$ cat src/rtl/tetris_pkg.sv
// Shared Tetris playfield constants and types for the line-clear engine.
package tetris_pkg;

    localparam int BOARD_COLS = 10;
    localparam int BOARD_ROWS = 22;

    typedef enum logic [1:0] {
        IDLE = 2'd0,
        SCAN = 2'd1,
        DONE = 2'd2
    } clr_state_t;

    typedef logic [BOARD_COLS-1:0] row_t;

endpackage

$ cat src/rtl/line_clear_engine_if.sv
// Handshake and board bus between the line-clear engine and its client.
interface line_clear_engine_if #(
    parameter int COLS    = tetris_pkg::BOARD_COLS,
    parameter int ROWS    = tetris_pkg::BOARD_ROWS,
    parameter int TOTAL_W = 16
);
    logic                      start;
    logic                      pause;
    logic [ROWS*COLS-1:0]      board_in;
    logic [ROWS*COLS-1:0]      board_out;
    logic                      busy;
    logic                      done;
    logic [$clog2(ROWS+1)-1:0] lines_cleared;
    logic [TOTAL_W-1:0]        total_lines;

    modport master (
        output start, pause, board_in,
        input  board_out, busy, done, lines_cleared, total_lines
    );

    modport slave (
        input  start, pause, board_in,
        output board_out, busy, done, lines_cleared, total_lines
    );
endinterface

$ cat src/rtl/board_row_shift.sv
// Removes one row from the board: rows above it drop by one, a zero row enters at the top.
module board_row_shift #(
    parameter int COLS  = tetris_pkg::BOARD_COLS,
    parameter int ROWS  = tetris_pkg::BOARD_ROWS,
    parameter int ROW_W = $clog2(ROWS)
) (
    input  logic [ROWS*COLS-1:0] board,
    input  logic [ROW_W-1:0]     row,
    output logic [ROWS*COLS-1:0] shifted
);

    // Per-row select: keep below the removed row, pull from above at or above it.
    always_comb begin
        shifted = '0;
        for (int r = 0; r < ROWS; r++) begin
            if (r < int'(row)) begin
                shifted[r*COLS +: COLS] = board[r*COLS +: COLS];
            end else if (r < ROWS - 1) begin
                shifted[r*COLS +: COLS] = board[(r+1)*COLS +: COLS];
            end else begin
                shifted[r*COLS +: COLS] = '0;
            end
        end
    end

endmodule

$ cat src/rtl/line_clear_engine.sv
// Bottom-up row-clear engine: snapshots the board on start, removes every full row,
// and reports per-pass and saturating running line counts.
module line_clear_engine
    import tetris_pkg::*;
#(
    parameter int COLS    = BOARD_COLS,
    parameter int ROWS    = BOARD_ROWS,
    parameter int TOTAL_W = 16
) (
    input  logic                clk,
    input  logic                rst_n,
    line_clear_engine_if.slave  bus
);

    localparam int ROW_W = $clog2(ROWS);
    localparam int CNT_W = $clog2(ROWS + 1);
    localparam int N     = ROWS * COLS;

    clr_state_t         state_r, state_n_s;
    logic [ROW_W-1:0]   row_r, row_n_s;
    logic [CNT_W-1:0]   count_r, count_n_s;
    logic [N-1:0]       board_r, board_n_s, shifted_s;
    logic               busy_r, busy_n_s;
    logic               done_r, done_n_s;
    logic [CNT_W-1:0]   lines_r, lines_n_s;
    logic [TOTAL_W-1:0] total_r, total_n_s;
    logic [TOTAL_W:0]   total_sum_s;
    logic               full_s;

    board_row_shift #(.COLS(COLS), .ROWS(ROWS), .ROW_W(ROW_W)) u_shift (
        .board   (board_r),
        .row     (row_r),
        .shifted (shifted_s)
    );

    assign full_s      = &board_r[row_r*COLS +: COLS];
    assign total_sum_s = (TOTAL_W+1)'(total_r) + (TOTAL_W+1)'(count_r);

    // Next-state and next-output logic; pause holds everything at its current value.
    always_comb begin
        state_n_s = state_r;
        row_n_s   = row_r;
        count_n_s = count_r;
        board_n_s = board_r;
        lines_n_s = lines_r;
        total_n_s = total_r;
        if (!bus.pause) begin
            case (state_r)
                IDLE: begin
                    if (bus.start) begin
                        board_n_s = bus.board_in;
                        row_n_s   = ROW_W'(0);
                        count_n_s = CNT_W'(0);
                        state_n_s = SCAN;
                    end else begin
                        state_n_s = IDLE;
                    end
                end
                SCAN: begin
                    if (full_s) begin
                        // Row index stays put so the row dropped into place is re-checked.
                        board_n_s = shifted_s;
                        count_n_s = count_r + CNT_W'(1);
                    end else if (row_r == ROW_W'(ROWS - 1)) begin
                        state_n_s = DONE;
                        lines_n_s = count_r;
                        total_n_s = total_sum_s[TOTAL_W] ? {TOTAL_W{1'b1}}
                                                         : total_sum_s[TOTAL_W-1:0];
                    end else begin
                        row_n_s = row_r + ROW_W'(1);
                    end
                end
                DONE: begin
                    state_n_s = IDLE;
                end
                default: begin
                    state_n_s = IDLE;
                end
            endcase
        end else begin
            state_n_s = state_r;
        end
        busy_n_s = (state_n_s != IDLE);
        done_n_s = (state_n_s == DONE);
    end

    // State and registered outputs.
    always_ff @(posedge clk or negedge rst_n) begin
        if (!rst_n) begin
            state_r <= IDLE;
            row_r   <= '0;
            count_r <= '0;
            board_r <= '0;
            busy_r  <= 1'b0;
            done_r  <= 1'b0;
            lines_r <= '0;
            total_r <= '0;
        end else begin
            state_r <= state_n_s;
            row_r   <= row_n_s;
            count_r <= count_n_s;
            board_r <= board_n_s;
            busy_r  <= busy_n_s;
            done_r  <= done_n_s;
            lines_r <= lines_n_s;
            total_r <= total_n_s;
        end
    end

    assign bus.board_out     = board_r;
    assign bus.busy          = busy_r;
    assign bus.done          = done_r;
    assign bus.lines_cleared = lines_r;
    assign bus.total_lines   = total_r;

endmodule

$ cat src/flat_wrapper.sv
// flat-port wrapper written by rule: the top's interface ports become plain ports
module line_clear_engine_flat import tetris_pkg::*;
#(
    parameter int COLS    = BOARD_COLS,
    parameter int ROWS    = BOARD_ROWS,
    parameter int TOTAL_W = 16
)
  (clk, rst_n, bus_start, bus_pause, bus_board_in, bus_board_out, bus_busy, bus_done, bus_lines_cleared, bus_total_lines);
  line_clear_engine_if #(.COLS(COLS), .ROWS(ROWS), .TOTAL_W(TOTAL_W)) bus_i ();
  input  logic clk;
  input  logic rst_n;
  input wire logic [$bits(bus_i.start)-1:0] bus_start;
  input wire logic [$bits(bus_i.pause)-1:0] bus_pause;
  input wire logic [$bits(bus_i.board_in)-1:0] bus_board_in;
  output wire logic [$bits(bus_i.board_out)-1:0] bus_board_out;
  output wire logic [$bits(bus_i.busy)-1:0] bus_busy;
  output wire logic [$bits(bus_i.done)-1:0] bus_done;
  output wire logic [$bits(bus_i.lines_cleared)-1:0] bus_lines_cleared;
  output wire logic [$bits(bus_i.total_lines)-1:0] bus_total_lines;
  assign bus_i.start = bus_start;
  assign bus_i.pause = bus_pause;
  assign bus_i.board_in = bus_board_in;
  assign bus_board_out = bus_i.board_out;
  assign bus_busy = bus_i.busy;
  assign bus_done = bus_i.done;
  assign bus_lines_cleared = bus_i.lines_cleared;
  assign bus_total_lines = bus_i.total_lines;
  line_clear_engine #(.COLS(COLS), .ROWS(ROWS), .TOTAL_W(TOTAL_W)) u_core (.clk(clk), .rst_n(rst_n), .bus(bus_i));
endmodule
$ cat config.mk
export PLATFORM = sky130hd
export DESIGN_NAME = line_clear_engine_flat
export DESIGN_NICKNAME = d
export VERILOG_FILES = /design/src/rtl/tetris_pkg.sv /design/src/rtl/line_clear_engine_if.sv /design/src/rtl/board_row_shift.sv /design/src/rtl/line_clear_engine.sv /design/src/flat_wrapper.sv
export SDC_FILE = /design/constraint.sdc
export NUM_CORES = 1
export LEC_CHECK = 0
export ABC_CLOCK_PERIOD_IN_PS = 3950
export BUFFER_PORTS_ARGS = -buffer_cell sky130_fd_sc_hd__buf_2
export CAP_MARGIN = 40
export CELL_PAD_IN_SITES_DETAIL_PLACEMENT = 0
export CELL_PAD_IN_SITES_GLOBAL_PLACEMENT = 1
export CORE_MARGIN = 4
export CORE_UTILIZATION = 39
export DETAILED_ROUTE_END_ITERATION = 16
export PLACE_DENSITY_LB_ADDON = 0.1
export SYNTH_ARGS = -nofsm -noshare
export SYNTH_HDL_FRONTEND = slang
export SYNTH_SLANG_ARGS = --single-unit
$ cat constraint.sdc
create_clock -name clk -period 3.95 [get_ports clk]
set_input_delay 0.5925 -clock clk [delete_from_list [all_inputs] [get_ports clk]]
set_output_delay 0.5925 -clock clk [all_outputs]
set_load 0.05 [all_outputs]
==> results of run 1 <==
## cell usage in the layout (no fill, tap or decap), types with 13 or more instances in the layout
cell type	instances
a21oi_1	70
a22o_1	20
a2bb2oi_1	122
a31oi_1	39
and3_1	21
buf_2	465
buf_4	44
clkbuf_16	29
dfrtp_1	254
mux2_2	38
mux2i_1	111
nand2_1	173
nand3_1	18
nor2_1	18
o21ai_0	55
o22ai_1	170
o2bb2a_1	13
## per-layer routing
metal	wire length (um)	share of wire (%)	track usage (%)
met1	26100	41	41.5
met4	1650	2.6	7.45
met2	31100	49	52.7
met3	4760	7.5	4.45
met5	14	0.022	0
## flip-flops by register name, summed over array words and instances (netlist names)
name / count
u_core.state_r: 2
u_core.row_r: 5
u_core.bus.done: 1
u_core.bus.busy: 1
u_core.bus.total_lines: 16
u_core.count_r: 5
u_core.bus.lines_cleared: 5
u_core.bus.board_out: 220
## worst max-delay path, delay by kind of cell, from the launching register on
family	cells	cell delay (ps)
DFF	1	670
and+or+nand+nor	1	170
muxes	1	260
AOI/OAI and AO/OA	6	1690
buffers and inverters	2	700
## stage by stage
step                      std cells  power [mW]  hold WS [ps]
after floorplan                1396        12.7           297
after global placement         2256        16.2           489
after detailed placement       2258        16.3           496
after CTS                      2310        19.0           218
after global routing           2312        19.9           239
final                          2314        19.0           122
## power by group through the flow
stage | Combinational [mW] | Sequential [mW] | Clock (mW)
floorplan | 4.79 | 7.90 | 0
global placement | 10.8 | 5.45 | 0
detailed placement | 10.9 | 5.41 | 0
CTS | 10.9 | 5.38 | 2.71
global route | 11.6 | 5.49 | 2.83
finish | 10.9 | 5.42 | 2.67
## worst paths after layout
| kind | end | cells past startpoint | slack [ps] |
|---|---|---|---|
| worst min register to register | u_core.bus.lines_cleared[1] | 1 | 500 |
| worst max register to register | u_core.bus.board_out[128] | 10 | 300 |
| max in group asynchronous | u_core.bus.board_out[198] | 2 | 2820 |
| worst min-delay path | u_core.bus.lines_cleared[1] | 1 | 120 |
| worst max-delay path | u_core.bus.board_out[128] | 10 | 300 |
| min in group clk | u_core.bus.board_out[214] | 3 | 270 |
## logic make-up (layout without fill, tap and decap cells)
logic type / Yosys count / in the layout
AOI/OAI and AO/OA: 541 / 541
and+or+nand+nor: 298 / 298
DFF: 255 / 255
muxes: 163 / 163
buffers and inverters: 128 / 581
adders and majority gates: 8 / 8
xor gates and xnor gates: 3 / 3
other: 0 / 4
## layout make-up
type / instances / area [um^2]
multi-input cells: 1013 / 7100
inverters: 10 / 37.5
clock inverters: 12 / 114
clock buffers: 40 / 817
fillers: 3427 / 17800
well taps: 461 / 577
diodes: 4 / 10.0
repair buffers: 519 / 2850
flip-flops and latches: 255 / 6380
==> results by group, run 1 <==
Power and ir drop
  – Clock power frac: 14.1%
  – Net Sw Power: 10.4 mW
  – Share of total power in sequential cells: 28.5%
  – Static leakage: 8.99 nW
  – Pwr dens: 1060 nW/um^2
  – Switching Fraction: 54.9%
  – Logic pwr share: 57.5%
  – Pint: 8.58 mW
  – Maximum vdd drop: 0.454 mV

Setup path
  – CP endpoint kind: register
  – R2R Path Start: u_core.row_r[0]
  – Critical path arrival: 4080 ps
  – Crit path launch: u_core.row_r[0]
  – CP max stage cell: dfrtp_4
  – Crit Path Category: reg -> reg
  – Startpoint Class: register
  – WP data required: 4380 ps
  – Crit-path cells: buf_12 -> mux2i_1 -> o22ai_1 -> o21ai_0 -> o211ai_2 -> o2111ai_2 -> o31a_2 -> buf_4 -> nor2_2 -> o2bb2a_1
  – Worst path max stage delay: 670 ps
  – Crit-path max FO: 33

Hold path
  – Hold Crit Class: in -> async

Yosys
  – Adder-cell share of the synthesized area: 0.761%
  – Ys flop type: dfrtp_1
  – Seq cells post-synth: 255
  – Netlist Area Pre-Place: 14100 um^2
  – Most numerous cell in the Yosys netlist: dfrtp_1
  – Sequential share of the synthesized area: 45.1%
  – Distinct cells, synth: 64
  – Post-synth top area cell: dfrtp_1
  – Post-synth top cells: dfrtp_1 (255), nand2_1 (173), o22ai_1 (170)
  – Syn nets: 1628
  – Warning count from the yosys run: 0
  – Post-Syn Instances: 1396
  – Synthesized area per cell: 10.1 um^2
  – Largest family of logic cells by synthesized area: compound AO/OA/AOI/OAI gates
  – Synth async-reset ratio: 100%
  – Post-synth EDFFs: 0
  – Synth Area in XOR/XNOR: 0.186%
  – Simple-Gate Fraction of Synth Area: 10.1%
  – Cells taking the most area after synthesis: dfrtp_1 (45%), mux2i_1 (7.9%), a2bb2oi_1 (7.6%), o22ai_1 (7.5%), nand2_1 (4.6%)
  – Mux cell area share after synthesis: 12.3%
  – Post-synthesis compound-gate area fraction: 26.7%
  – Top cell type's share of synthesized area: 45.1%

Global routing
  – Vias in the first global route: 13900
  – Largest net degree at the start of global routing: 121
  – GR Util All Layers: 30.8%
  – Antenna violations before repair: 5
  – Overflow after GRT: 0
  – First-pass GRT wire length: 92.9 mm

Place
  – GPL Wtd Cong: 0.966
  – Post-DP HPWL: 47.8 mm
  – Port bufs: 466
  – Post-place instance area: 17000 um^2
  – Dpl ws: 361 ps

Detailed routing
  – Vias/cell: 6.08
  – DR vias: 14100
  – DRC: 0
  – Total wire length: 63.7 mm
  – TritonRoute pass-1 iters: 5
  – Wirelength per Cell: 27.5 um
  – Antenna Nets Post-Route: 0
  – Initial drt markers: 1081

Timing
  – Crit path time final: 3650 ps
  – Relative slew slack: 30.4%
  – Setup Skew: 14.8 ps
  – Final hold viol count: 0
  – Fmax: 274 MHz
  – Slew Limit Fails: 0
  – Final setup TNS: 0 ps
  – RSZ-0062 raised after global routing: no
  – Final period util: 92.4%
  – Tightest Pin Transition: 1040 ps
  – Final worst slack: 299 ps
  – Final-report setup violation count: 0

Die
  – Site Rows: 69
  – Die area: 39400 um^2
  – Initial Util: 39.7%
  – Ports: 467
  – Die Wd: 198 um
  – Die Y: 198 um
  – CORE AREA: 35700 um^2

Cells and area
  – Fraction of layout cells with a size suffix above 1: 35.1%
  – Design Area, Final: 17900 um^2
  – Finished Core Util: 50.2%
  – Layout net count: 2060
  – Area Growth Syn to Fin: 26.5%

Clocking
  – Hold-fix buffers, CTS: 0
  – Max H-tree Level: 1
  – Total CTS buffers: 29
  – CTS tree: built
  – Reg clk slew, reported paths: 60 ps
  – PostCTS Resize Cnt: 0
  – Clock Sinks: 255
  – Worst skew pair latency: 550 ps
  – Root Driver: clkbuf_16
  – Post-CTS setup buffer count: 0
  – Largest buffer count on any clock path: 3

Run status
  – Status: completed

Flow run
  – Max-cap check violation count: 0
Note: power is estimated with default switching activity, not from simulation.
==> run 2, diff against run 1 <==
Settings changed: CORE_UTILIZATION 39 to 40, SYNTH_HIERARCHICAL set to 1.
==> run 2 against run 1 <==
Core utilization grew 0.45 points. Clock power up 19%. Largest power group unchanged. Largest cell class unchanged. Sequential share of layout area fell by 3.1 points. Critical path depth decreased by 1. Non-clock buffer count fell by 27. Die area grew 8.1%. Critical path type unchanged. Register-to-register slack lost 90 ps. Flip-flop and latch count unchanged. Clock skew up 7.7 ps. Clock-buffer cell count up 14. Global-route usage fell by 6.0 points.
==> results by group, run 2 <==
Die
  – Site Rows: 72
  – Die Y: 206 um
  – Initial Util: 40.6%
  – Die Wd: 206 um
  – CORE AREA: 38700 um^2
  – Ports: 467
  – Die area: 42600 um^2

Setup path
  – Crit Path Category: reg -> reg
  – Startpoint Class: register
  – R2r endpoint: u_core/bus.board_out[212]
  – R2R cell count: 9
  – WP data required: 4300 ps
  – R2R Path Start: u_core/row_r[0]
  – Critical path arrival: 4090 ps
  – R2r setup slk: 210 ps
  – Crit-path max FO: 250
  – CP endpoint kind: register

Cells and area
  – Area occupied by multi-input gates: 8700 um^2
  – Most frequent cells in the layout: buf_2 (465), dfrtp_1 (251), nand2_1 (241)
  – Fraction of layout cells with a size suffix above 1: 39.3%
  – Most common cell after layout, fill and taps aside: buf_2
  – Area Growth Syn to Fin: 24.8%
  – Fill cells: 3699
  – Layout net count: 2221
  – Max reg flops: 220
  – Register area: 6390 um^2
  – Non-Filler Instances: 2538

Global routing
  – First-pass GRT wire length: 83.1 mm
  – Antenna violations before repair: 7
  – Vias in the first global route: 13600
  – Overflow after GRT: 0
  – GR Util All Layers: 24.8%
  – Largest net degree at the start of global routing: 251

Yosys
  – Syn nets: 1792
  – Most numerous cell in the Yosys netlist: dfrtp_1
  – Post-synth top cells: dfrtp_1 (255), nand2_1 (241), mux2i_1 (225)
  – Warning count from the yosys run: 6
  – Netlist Area Pre-Place: 15700 um^2
  – Cells taking the most area after synthesis: dfrtp_1 (41%), mux2_2 (16%), mux2i_1 (14%), o21ai_1 (5.8%), nand2_1 (5.8%)
  – Ys flop type: dfrtp_1
  – Post-Syn Instances: 1559
  – Post-synth top area cell: dfrtp_1
  – Sequential share of the synthesized area: 40.6%
  – Post-synth EDFFs: 0
  – Top cell type's share of synthesized area: 40.6%
  – Seq cells post-synth: 255
  – Synthesized area per cell: 10.1 um^2
  – Distinct cells, synth: 70
  – Synth async-reset ratio: 100%

Detailed routing
  – Initial drt markers: 878
  – TritonRoute pass-1 iters: 4
  – Wirelength per Cell: 21.6 um
  – DRC: 0
  – Total wire length: 54.9 mm
  – Vias/cell: 5.37
  – Antenna Nets Post-Route: 0
  – DR vias: 13600

Place
  – GPL Wtd Cong: 0.875
  – Cells after DPL: 2470
  – Post-DP HPWL: 40.3 mm
  – Port bufs: 466

Power and ir drop
  – Net Sw Power: 9.43 mW
  – Clock power frac: 17.2%
  – Pint: 9.07 mW
  – Power, Total: 18.5 mW
  – Static leakage: 8.87 nW
  – Maximum vdd drop: 0.639 mV
  – Pwr dens: 943 nW/um^2
  – Switching Fraction: 51.0%
  – Share of total power in sequential cells: 27.2%
  – Logic pwr share: 55.6%

Timing
  – Crit path time final: 3740 ps
  – Setup Skew: 22.5 ps
  – Fmax: 268 MHz
  – Tightest Pin Transition: 916 ps
  – RSZ-0062 raised after global routing: no
  – Final hold viol count: 0
  – Final period util: 94.6%
  – Final-report setup violation count: 0
  – Relative slew slack: 38.9%
  – Slew Limit Fails: 0
  – Final setup TNS: 0 ps

Clocking
  – Root Driver: clkbuf_16
  – Total CTS buffers: 34
  – Reg clk slew, reported paths: 60 ps
  – Worst skew pair latency: 520 ps
  – Largest buffer count on any clock path: 3
  – Max H-tree Level: 2
  – Clock Sinks: 255
  – CTS tree: built
  – Post-CTS setup buffer count: 0

Hold path
  – Hold Crit Class: in -> async

Run status
  – Status: completed

Flow run
  – Max-cap check violation count: 0
[run 2: cell types whose count changed in the layout (fill, tap and decap cells not counted), sizes merged, moves of 26 or more]
cell / delta
o21ai: +170
a2bb2oi: -121
o22ai: -167
buf: -27
nand2: +68
nand4: +43
mux2: +172
a21oi: -56
a31oi: -26
mux2i: +114
[run 2: area by class of cell]
type | instances | area share [%]
Clock buffer | 54 | 5.45
Tap cell | 518 | 3.30
Antenna cell | 7 | 0.0893
Sequential cell | 255 | 32.5
Clock inverter | 7 | 0.446
Timing Repair Buffer | 492 | 13.6
Multi-Input combinational cell | 1191 | 44.3
Inverter | 14 | 0.268
[run 2: metal layers]
layer | vias to the layer above | wire, um | GRT usage (%) | share of wire [%]
met4 | 4 | 1130 | 6.20 | 2.0
met1 | 6603 | 25200 | 35.6 | 46
li1 | 6546 | - | - | -
met5 | - | 21 | 0 | 0.038
met2 | 400 | 25500 | 39.1 | 46
met3 | 71 | 3020 | 4.08 | 5.5
[run 2: through the flow]
stage	cell area [um^2]	hold slack [ps]	setup slack (ps)	utilization, %
final	19600	23.3	213	50.6
after global routing	19600	72.1	35.0	50.6
after CTS	19600	49.5	221	50.6
after detailed placement	18400	489	237	47.6
after global placement	18400	483	332	47.5
after floorplan	15700	297	887	-
[run 2: cell families (layout without fill, tap and decap cells)]
| family | Yosys count | count (layout) | share of synthesized area, % |
|---|---|---|---|
| compound gates | 308 | 308 | 11.6 |
| xor+xnor | 7 | 7 | 0.390 |
| fa+ha+maj | 9 | 9 | 0.764 |
| buf+inv | 113 | 567 | 4.20 |
| flops | 255 | 255 | 40.6 |
| mux | 445 | 445 | 30.1 |
| other cells | 0 | 7 | 0 |
| simple gates | 422 | 422 | 12.4 |
[run 2: how the worst max path moves through the flow]
| stage | from | end | slack, ps | depth (start not counted) |
|---|---|---|---|---|
| floorplan | u_core/bus.total_lines[0] | u_core/bus.total_lines[9] | 890 | 13 |
| global placement | u_core/row_r[0] | u_core/bus.board_out[180] | 330 | 9 |
| detailed placement | u_core/row_r[0] | u_core/count_r[0] | 240 | 9 |
| CTS | u_core/row_r[0] | u_core/bus.board_out[188] | 220 | 9 |
| global route | u_core/row_r[0] | u_core/count_r[0] | 30 | 9 |
| finish | u_core/row_r[0] | u_core/bus.board_out[212] | 210 | 9 |
[run 2: timing repair]
action | CTS | global route
endpoints found under the setup margin | 0 | 3
resized for setup | 0 | 1
hold buffers | 0 | 0
hold endpoints to repair | 0 | 0
[run 2: power groups by stage]
stage | combinational [mW] | clock, mW | sequential (mW)
after floorplan | 5.29 | 0 | 7.43
final | 10.3 | 3.18 | 5.04
after CTS | 10.3 | 3.25 | 5.05
after global routing | 11.0 | 3.35 | 5.21
after detailed placement | 10.3 | 0 | 5.08
after global placement | 10.1 | 0 | 5.06
[run 2: critical path, cell delays in order, from the launching register on]
cell	delay, ps
dfrtp_2	620
buf_4	340
nand2b_1	290
nor2_1	90
nor4_1	440
nor4_1	210
a32o_2	330
o21ai_4	220
buf_16	630
o21ai_0	230
